**config.mk**
```make
export PLATFORM = sky130hd
export DESIGN_NAME = instruction_fetch
export DESIGN_NICKNAME = d
export VERILOG_FILES = /design/src/rtl/instruction_fetch.sv
export SDC_FILE = /design/constraint.sdc
export NUM_CORES = 1
export LEC_CHECK = 0
export CAP_MARGIN = 15
export CORE_UTILIZATION = 51
export CTS_CLUSTER_DIAMETER = 100
export DETAILED_ROUTE_END_ITERATION = 10
export PLACE_DENSITY_LB_ADDON = 0.25
export SYNTH_ARGS = -nofsm -noshare
export SYNTH_HDL_FRONTEND = slang
export SYNTH_SLANG_ARGS = --single-unit
```
**constraint.sdc**
```tcl
create_clock -name clk -period 6 [get_ports clk]
set_input_delay 0.6 -clock clk [delete_from_list [all_inputs] [get_ports clk]]
set_output_delay 0.6 -clock clk [all_outputs]
set_load 0.005 [all_outputs]
```
**src/rtl/instruction_fetch.sv**
```systemverilog
// -----------------------------------------------------------------------------
// instruction_fetch
//
// Fetch stage that sits directly in front of a combinational instruction
// memory. It holds the program counter, drives the word-aligned fetch address,
// and captures each returned word together with its PC into a small circular
// prefetch queue. Decode drains the queue over a valid/ready handshake. A
// branch/jump redirect flushes the queue and restarts fetch at the target.
//
// Optional feature (compile-time macro IFETCH_HALT_DETECT_EN):
//   A fetched all-zero word (unprogrammed memory) is still enqueued, but fetch
//   then parks in HALT with the pc at that address + 4. Only a redirect or
//   reset leaves HALT. Without the macro, zero is an ordinary instruction and
//   halted is tied to 0.
//
// Parameters:
//   RESET_PC     pc after reset (bits [1:0] ignored)
//   QUEUE_DEPTH  prefetch queue entries, 2 or 4
//   CNT_W        width of queue_count, must hold QUEUE_DEPTH
//
// Ports:
//   clk             sole clock, rising edge
//   reset           asynchronous, active-high reset
//   imem_addr       fetch address (always word aligned, equals pc)
//   imem_instr      instruction word for imem_addr, same cycle
//   redirect_valid  single-cycle taken branch/jump pulse from execute
//   redirect_pc     redirect target (bits [1:0] dropped)
//   if_valid        queue head holds a valid entry
//   if_instr        instruction at queue head (registered)
//   if_pc           PC of instruction at queue head (registered)
//   id_ready        decode accepts the head this cycle
//   queue_count     registered queue occupancy
//   halted          fetch parked by halt detection
// -----------------------------------------------------------------------------
module instruction_fetch #(
  parameter logic [31:0] RESET_PC    = 32'h0000_0000,
  parameter int          QUEUE_DEPTH = 2,
  parameter int          CNT_W       = 3
) (
  input  logic             clk,
  input  logic             reset,
  output logic [31:0]      imem_addr,
  input  logic [31:0]      imem_instr,
  input  logic             redirect_valid,
  input  logic [31:0]      redirect_pc,
  output logic             if_valid,
  output logic [31:0]      if_instr,
  output logic [31:0]      if_pc,
  input  logic             id_ready,
  output logic [CNT_W-1:0] queue_count,
  output logic             halted
);

  localparam int               PTR_W    = (QUEUE_DEPTH > 2) ? 2 : 1;
  localparam logic [31:0]      PC_RST   = {RESET_PC[31:2], 2'b00};
  localparam logic [CNT_W-1:0] DEPTH_C  = CNT_W'(QUEUE_DEPTH);
  localparam logic [PTR_W-1:0] LAST_PTR = PTR_W'(QUEUE_DEPTH - 1);

`ifdef IFETCH_HALT_DETECT_EN
  typedef enum logic [1:0] {S_IDLE, S_RUN, S_HALT} state_t;
`else
  typedef enum logic [1:0] {S_IDLE, S_RUN} state_t;
`endif

  state_t           state, state_nxt;
  logic [31:0]      pc, pc_nxt;
  logic [CNT_W-1:0] count, count_nxt;
  logic [PTR_W-1:0] head, tail;
  logic [31:0]      q_pc    [QUEUE_DEPTH];
  logic [31:0]      q_instr [QUEUE_DEPTH];
  logic             pop, push;

  // Circular pointer advance; wraps at QUEUE_DEPTH.
  function automatic logic [PTR_W-1:0] ptr_inc(input logic [PTR_W-1:0] p);
    return (p == LAST_PTR) ? '0 : p + PTR_W'(1);
  endfunction

  // Decode consumes the head whenever it is valid and ready, even on a
  // redirect cycle.
  assign pop = if_valid && id_ready;

  // ---------------------------------------------------------------------------
  // Next-state / push decision
  // ---------------------------------------------------------------------------
  always_comb begin
    // NOTE: every signal gets a default before the case so no path leaves it
    // unassigned, which would otherwise infer a latch.
    state_nxt = state;
    push      = 1'b0;

    case (state)
      S_IDLE: state_nxt = S_RUN;
      S_RUN: begin
        // A simultaneous pop frees a slot, so a full queue can still accept.
        push = (count < DEPTH_C) || pop;
`ifdef IFETCH_HALT_DETECT_EN
        if (push && (imem_instr == 32'h0000_0000)) state_nxt = S_HALT;
`endif
      end
`ifdef IFETCH_HALT_DETECT_EN
      S_HALT: state_nxt = S_HALT;
`endif
      default: state_nxt = S_IDLE;
    endcase

    // Redirect wins over everything: no push, resume fetching at the target.
    if (redirect_valid) begin
      push      = 1'b0;
      state_nxt = S_RUN;
    end
  end

  always_comb begin
    pc_nxt    = pc;
    count_nxt = count;
    if (redirect_valid) begin
      pc_nxt    = {redirect_pc[31:2], 2'b00};
      count_nxt = '0;
    end else begin
      if (push) pc_nxt = pc + 32'd4;  // wraps modulo 2^32
      case ({push, pop})
        2'b10:   count_nxt = count + CNT_W'(1);
        2'b01:   count_nxt = count - CNT_W'(1);
        default: count_nxt = count;
      endcase
    end
  end

  // ---------------------------------------------------------------------------
  // State, pc and queue registers
  // ---------------------------------------------------------------------------
  // NOTE: sequential state uses non-blocking assignments so every register
  // samples pre-edge values regardless of statement order.
  always_ff @(posedge clk or posedge reset) begin
    if (reset) begin
      state <= S_IDLE;
      pc    <= PC_RST;
      count <= '0;
      head  <= '0;
      tail  <= '0;
    end else begin
      state <= state_nxt;
      pc    <= pc_nxt;
      count <= count_nxt;
      if (redirect_valid) begin
        head <= '0;
        tail <= '0;
      end else begin
        if (push) tail <= ptr_inc(tail);
        if (pop)  head <= ptr_inc(head);
      end
    end
  end

  // NOTE: the queue storage is tiny and drives if_instr/if_pc directly, so it
  // is reset to keep those outputs at a defined value out of reset; a large
  // RAM would normally be left unreset.
  always_ff @(posedge clk or posedge reset) begin
    if (reset) begin
      for (int i = 0; i < QUEUE_DEPTH; i++) begin
        q_pc[i]    <= '0;
        q_instr[i] <= '0;
      end
    end else if (push) begin
      q_pc[tail]    <= pc;
      q_instr[tail] <= imem_instr;
    end
  end

  // ---------------------------------------------------------------------------
  // Outputs: all from registers, never a pass-through of imem_instr.
  // ---------------------------------------------------------------------------
  assign imem_addr   = pc;
  assign if_valid    = (count != '0);
  assign if_instr    = q_instr[head];
  assign if_pc       = q_pc[head];
  assign queue_count = count;
`ifdef IFETCH_HALT_DETECT_EN
  assign halted      = (state == S_HALT);
`else
  assign halted      = 1'b0;
`endif

endmodule

```
**After elaboration in Yosys (flattened, before gate mapping)**

Cells that the tools add are included.

- Add/sub/neg operators: 5
- Bitwise operators: 2
- $lt $le $gt $ge: 4
- Eq/ne operators: 4
- Reductions and logical operators: 8
- Muxes and demuxes: 24

Operators with widths:

| operator | number |
|---|---|
| 32-bit 2-to-1 mux | 9 |
| 64-bit bitwise mux | 2 |
| 32-bit by 3-bit adder with 32-bit output, second input constant | 1 |
| 32-bit demux with 1-bit select | 1 |
| 1-bit 2-to-1 mux | 8 |
| 3-bit case mux with 2 select lines | 1 |
| 3-bit nonzero test | 2 |
| 2-bit by 1-bit equality test with 1-bit output, second input constant | 2 |
| 2-bit >= comparator, second input constant | 2 |
| 1-bit NOT with 2-bit output | 2 |
| 2-bit case mux with 2 select lines | 1 |
| 2-bit nonzero test | 2 |
| 3-bit by 1-bit adder with 3-bit output, second input constant | 1 |
| 3-bit by 2-bit less-than comparator with 1-bit output, second input constant | 1 |
| 3-bit 2-to-1 mux | 1 |
| 3-bit by 1-bit subtractor with 3-bit output, second input constant | 1 |
| 1-bit adder, second input constant | 2 |
| 2-bit equality test, second input constant | 1 |
| 1-bit logical AND | 2 |
| 2-bit zero test | 1 |
| 2-bit by 1-bit less-than comparator with 1-bit output, second input constant | 1 |
| 2-bit 2-to-1 mux | 1 |
| 2-bit != test, second input constant | 1 |
| 1-bit logical OR | 1 |

- Output and inout bits: 101
- Word-level logic and storage cells: 56
- Register bits after elaboration: 167
- Bits of input ports: 68

**Longest topological paths before layout**

Gate-level depths: netlist (run 1).

- Depth after elaboration: 8
- Mapped depth: 7
- Mapped depth without buffers: 6

**Least setup slack after synthesis (run 1)**

No wires, ideal clock.

- Path kind: input-to-reg
- From: input port id_ready
- To: register pc[16], in the netlist imem_addr[16]
- Stages on the path: 6
- Setup time: 0.069 ns
- Path buffers: 2
- Slack: 3.812 ns
- Data arrival time: 2.118 ns
- Required time: 5.931 ns
- Cell sequence: o21ba_2 clkbuf_2 or4_4 buf_2 or4_1 nand3_1

- Longest elaborated chain between the ends: 5

RTL lines:

| element | line | source |
|---|---|---|
| start, declared | 49 | `input logic id_ready,` |
| 1-bit logical AND | 80 | `assign pop = if_valid && id_ready;` |
| 1-bit logical OR | 95 | `push = (count < DEPTH_C) \|\| pop;` |
| 1-bit 2-to-1 mux | 91 | `case (state)` |
| 1-bit 2-to-1 mux | 107 | `if (redirect_valid) begin` |
| 2-bit nonzero test (no source line) | -- |  |
| end signal, assigned | 143 | `pc <= pc_nxt;` |
| end, declared | 66 | `logic [31:0] pc, pc_nxt;` |

Every way passes these cells.
A chain may end at the register's enable or synchronous reset.

**Final worst setup path (run 1)**

- From: input port redirect_valid
- To: register q_pc[7] (netlist name)

- Longest elaborated chain between the ends: 1

RTL lines:

| element | line | source |
|---|---|---|
| start, declared | 44 | `input logic redirect_valid,` |
| 1-bit 2-to-1 mux | 107 |  |
| end signal, assigned by index | 165 | `q_pc[tail] <= pc;` |
| end, declared | 69 | `logic [31:0] q_pc [QUEUE_DEPTH];` |

Every way passes these cells.

==> flow_summary.yaml, run 1 <==
sta:
  tightest_slew_ns: 0.992
  fmax_mhz: 293
  rsz0062_at_grt: "no"
  setup_viol: 0
  finalSetupTns_ns: 0
  slew_violations: 0
  slew_headroom: 0.339
  hold_viol: 0
  fin_crit_sh: 0.569
  min_period_ns: 3.41
  finClkSkew_ns: 0.00708
die:
  row_count: 44
  design.core.area_mm2: 0.0145
  die_h_um: 124
  die-area_mm2: 0.0153
  io_pins: 169
  initial_core_util: 0.521
  die_x_um: 124
global_route:
  grt-ovfl-total: 0
  grt_pass1_wl_um: 26700
  grt_pass1_vias: 5355
  grt_usage: 0.229
  grt_max_degree: 114
  grt_antenna_before_repair: 0
clock_network:
  cts_setup_buffers: 0
  clock_latency_ns: 0.41
  root_buffer: "clkbuf_16"
  htree_levels: 4
  clock_path_buffers: 2
  cts_buffers: 17
  tritoncts: "yes"
  hold_buffers: 0
  cts.sink_count: 160
  post_cts_resized: 0
  cts.clk_slew.worst_paths_ns: 0.06
yosys:
  syn_inst: 591
  synth.avg_cell_area_um2: 12.8
  yosysSeqAreaShare: 0.531
  ys_warn_count: 0
  ys_ff_latch: 160
  synthArstFlopShare: 1.00
  synth_top_area_cell: "dfrtp_1"
  synth.area.top_cells: "dfrtp_1 (53%), mux2_2 (28%), nand2_1 (1.4%)"
  ys_types: 48
  synth_top_area_frac: 0.531
  synth-edff-count: 0
  synthesis.area_mm2: 0.00754
  synth_flop_cell: "dfrtp_1"
routing:
  drt_pass1_iterations: 4
  drtIter0Drc: 239
  vias: 5270
  drtAntennaViolNets: 0
  drt-total-wl_um: 17000
  viasPerCell: 5.62
  drc: 0
  wl_per_cell_um: 18.2
setup_path:
  worst-path-max-fanout: 45
  ff2ff_setup_slack_ns: 2.61
  reg2reg_to: "q_instr[53]"
  crit-reg2reg-launch: "queue_count[1]"
  required_ns: 6.29
  critical_path_arrival_ns: 3.70
  critical_path_class: "in -> reg"
  crit_path_start_kind: "primary input"
  r2r_cells: 5
  end_kind: "flop"
power:
  p_leak_uw: 0.00401
  vdd_drop_max_mv: 0.223
  cellPowerDensity_mw_per_mm2: 480
finish:
  drive_above_1_share: 0.312
  antenna_cells: 0
  postLayoutCellArea_mm2: 0.00985
  area_delta_synth_final_pct: 30.7
  fin_nets: 812
run_status:
  outcome: "finished, final reports clean"
place:
  place_congestion: 0.798
  hpwl_um: 11200
  port-buffer-count: 161
  place_area_mm2: 0.00926
worst_hold_path:
  min_from: "q_instr[19]"
  hold_end: "q_instr[19]"
  min_path_cells: 1
  min_path_type: "reg -> reg"
job:
  drv_cap: 0
-- layout by cell type (no fill, tap or decap), types with 3 or more instances in the layout --
cell               n
inv_1              8
nand3_1           14
and4_1             6
o311ai_0           5
nor2_1            25
or2_2              3
conb_1             6
mux2_2           187
or3_1              3
o21ai_0           13
nand4_1           13
and3_1             4
xor2_1             5
clkbuf_16         17
a31oi_1           12
clkbuf_1           3
dfrtp_1          159
xnor2_1            5
and2_1             3
o211ai_1           4
o31ai_1           10
nor3_1             6
clkdlybuf4s50_1  161
nand2_1           28
or4_1             11
buf_4              5
clkbuf_8           6
-- area by class of cell --
class	instances	area, um^2
timing repair buffer	167	1670
multi-input combinational	387	3340
sequential	160	4010
clock buffer	26	519
tap	184	230
clock inverter	4	48.8
inverter	9	38.8
fill	1049	4630
-- worst max-delay path, cell delays in order --
cell and delay, ns:
clkdlybuf4s50_1 0.45, buf_4 0.38, inv_1 0.54, and3_1 0.35, nand2_2 0.39, buf_12 0.28
buf_4 0.31, mux2_2 0.38
-- report_power, final --
group	switching, uW	internal (uW)	total [uW]
combinational	588	1280	1870
sequential	298	1530	1830
clock	399	633	1030
-- flip-flops by register name (all words and copies together), names as in the netlist --
register,count
q_instr,64
q_pc,60
imem_addr,30
queue_count,3
head,1
state,1
tail,1
-- worst max path at each step --
stage                              start     endpoint  slack [ns]  cells past startpoint
after detailed placement  redirect_valid      q_pc[7]        1.76                      7
final                     redirect_valid      q_pc[7]        2.59                      8
after floorplan                    reset         head        1.08                      1
after global placement    redirect_valid      q_pc[7]        1.85                      7
after global routing      queue_count[1]  q_instr[53]        2.41                      5
after CTS                 redirect_valid      q_pc[7]        2.21                      7
-- kinds of logic (layout without fill, tap and decap cells) --
| family | Yosys count | count (layout) | synth area share |
|---|---|---|---|
| buf+inv | 48 | 206 | 0.0290 |
| compound gates | 54 | 54 | 0.0488 |
| flops | 160 | 160 | 0.531 |
| other cells | 2 | 6 | 0.000996 |
| simple gates | 126 | 126 | 0.0921 |
| xor+xnor | 10 | 10 | 0.0116 |
| mux | 189 | 189 | 0.282 |
| fa+ha+maj | 2 | 2 | 0.00432 |
-- per-stage QoR --
step                cells  hold slack (ns)  worst slack, ns  total power (uW)  utilization
floorplan             595            0.474             1.08              2760            -
CTS                   936            0.502             2.21              4780        0.679
detailed placement    906            0.487             1.76              3720        0.640
global placement      906            0.481             1.85              3630        0.640
finish                937            0.500             2.59              4730        0.680
global route          937            0.517             2.41              5020        0.680
-- cell usage after synthesis, types with 2 or more instances --
cell type  instances
a21oi_1            2
a31oi_1           12
and2_1             3
and3_1             4
and4_1             6
buf_1              2
buf_2              8
buf_4              5
clkbuf_1          21
clkbuf_2           2
conb_1             2
dfrtp_1          160
inv_1              9
mux2_2           187
mux2i_1            2
nand2_1           29
nand3_1           14
nand4_1           13
nor2_1            25
nor3_1             6
o211ai_1           4
o21ai_0           13
o311ai_0           5
o31ai_1           10
or2_2              3
or3_1              3
or4_1             11
or4_4              2
xnor2_1            5
xor2_1             5
-- layer usage --
layer / wire length [um] / global-route usage
met5: 0 / 0
met4: 360 / 0.0889
met3: 867 / 0.0559
met2: 8450 / 0.379
met1: 7360 / 0.290
Note: power is estimated with default switching activity, not from simulation.
==> inputs of run 2 (changes only) <==
==> constraint.sdc (replaced) <==
create_clock -name clk -period 3.5 [get_ports clk]
set_input_delay 0.35 -clock clk [delete_from_list [all_inputs] [get_ports clk]]
set_output_delay 0.35 -clock clk [all_outputs]
set_load 0.005 [all_outputs]
==> flow_summary.yaml, run 2 (synthesis gave the netlist of run 1 again) <==
run_status:
  outcome: "finished, final reports clean"
power:
  intPower_uw: 6000
  switching_share: 0.271
  power_frac_seq: 0.375
  clock_power_share: 0.230
  vdd_drop_max_mv: 0.412
  p_sw_uw: 2230
  pwr-share-comb: 0.396
  p_leak_uw: 0.00405
  cellPowerDensity_mw_per_mm2: 829
clock_network:
  clock_path_buffers: 2
  post_cts_resized: 0
  htree_levels: 4
  root_buffer: "clkbuf_16"
  tritoncts: "yes"
  cts.sink_count: 160
  clock_latency_ns: 0.42
  cts.clk_slew.worst_paths_ns: 0.06
  hold_buffers: 0
  cts_buffers: 17
  cts_setup_buffers: 0
finish:
  antenna_cells: 0
  largest_register_ffs: 64
  final_common_cell: "mux2_2"
  fin_nets: 817
  multi_input_area_mm2: 0.00334
  regArea_mm2: 0.00401
  fillers: 1066
  final_cell_mix: "mux2_2 (187), clkdlybuf4s50_1 (161), dfrtp_1 (159)"
  area_delta_synth_final_pct: 31.7
  drive_above_1_share: 0.321
  final_cell_count_no_fill: 944
  top_register: "q_instr"
setup_path:
  slowest_delay_ns: 0.61
  cp_cell_sequence: "o21bai_1 > nand2_1 > nor3_4 > buf_4 > mux2_2"
  critical_path_class: "reg -> reg"
  end_kind: "flop"
  required_ns: 3.81
  cp_top_family: "compound AO/OA/AOI/OAI gates"
  worst-path-max-fanout: 43
  cp_slowest_cell: "o21bai_1"
  critical_path_arrival_ns: 2.98
  critical_path.n_buffers_inverters: 1
  crit_path_start_kind: "flop"
sta:
  min_period_ns: 2.68
  slew_headroom: 0.389
  fin_crit_sh: 0.764
  finClkSkew_ns: 0.00699
  hold_viol: 0
  tightest_slew_ns: 0.908
  fin_hold_ws_ns: 0.407
  finalSetupTns_ns: 0
  rsz0062_at_grt: "no"
  fmax_mhz: 374
  slew_violations: 0
  setup_viol: 0
global_route:
  grt_antenna_before_repair: 0
  grt_pass1_wl_um: 27600
  grt-ovfl-total: 0
  grt_usage: 0.237
  grt_pass1_vias: 5633
  grt_max_degree: 82
worst_hold_path:
  min_path_type: "in -> async"
routing:
  drt-total-wl_um: 17100
  drc: 0
  drtIter0Drc: 261
  wl_per_cell_um: 18.1
  viasPerCell: 5.67
  drt_pass1_iterations: 4
  vias: 5356
  drtAntennaViolNets: 0
place:
  dp.cells: 912
  port-buffer-count: 161
  hpwl_um: 11500
  place_congestion: 0.797
die:
  initial_core_util: 0.521
  die_h_um: 124
  row_count: 44
  design.core.area_mm2: 0.0145
  die-area_mm2: 0.0153
  io_pins: 169
  die_x_um: 124
job:
  drv_cap: 0
run 2: cell types whose count changed in the layout (fill, tap and decap cells not counted):
cell	delta
buf_4	+5
clkinv_2	+4
clkbuf_8	-3
bufinv_16	+2
clkbuf_1	-2
clkinvlp_4	+2
inv_6	-2
clkinv_4	+1
run 2: area by class of cell:
type	instances	share of cell area
clock buffers	21	0.0474
clock inverters	11	0.0137
inverters	9	0.00378
multi-input cells	387	0.336
flip-flops and latches	160	0.404
well taps	184	0.0232
repair buffers	172	0.172
run 2: worst paths after layout:
kind	startpoint	end	slack, ns	depth (start not counted)
min	reset	q_pc[22]	0.41	2
max in group asynchronous	reset	q_pc[19]	2.18	3
min in group clk	redirect_pc[16]	imem_addr[16]	0.49	3
min reg2reg	q_pc[60]	q_pc[60]	0.50	1
max reg2reg	queue_count[1]	q_instr[40]	0.82	5
max	queue_count[1]	q_instr[40]	0.82	5
run 2: power groups by stage:
stage	Combinational (uW)	Clock, uW	Sequential, uW
final	3260	1890	3080
after global routing	3540	2020	3190
after CTS	3310	1930	3080
after detailed placement	3280	0	3110
after global placement	3200	0	3030
after floorplan	1780	0	2950
run 2: metal layers:
| metal | global-route usage | wire length (um) |
|---|---|---|
| met5 | 0 | 0 |
| met4 | 0.117 | 449 |
| met3 | 0.0623 | 961 |
| met2 | 0.399 | 8690 |
| met1 | 0.281 | 6970 |
run 2: worst reg2reg max path, cell delays in order, from the launching register on:
cell	delay, ns
dfrtp_1	0.45
o21bai_1	0.61
nand2_1	0.33
nor3_4	0.20
buf_4	0.54
mux2_2	0.43
run 2: stage by stage:
stage / util / total power (uW) / area (um^2) / worst slack, ns
floorplan: - / 4740 / 7560 / 1.12
global placement: 0.644 / 6230 / 9320 / 0.751
detailed placement: 0.644 / 6390 / 9320 / 0.674
CTS: 0.686 / 8320 / 9930 / 0.724
global route: 0.686 / 8750 / 9930 / 0.684
finish: 0.686 / 8230 / 9930 / 0.825
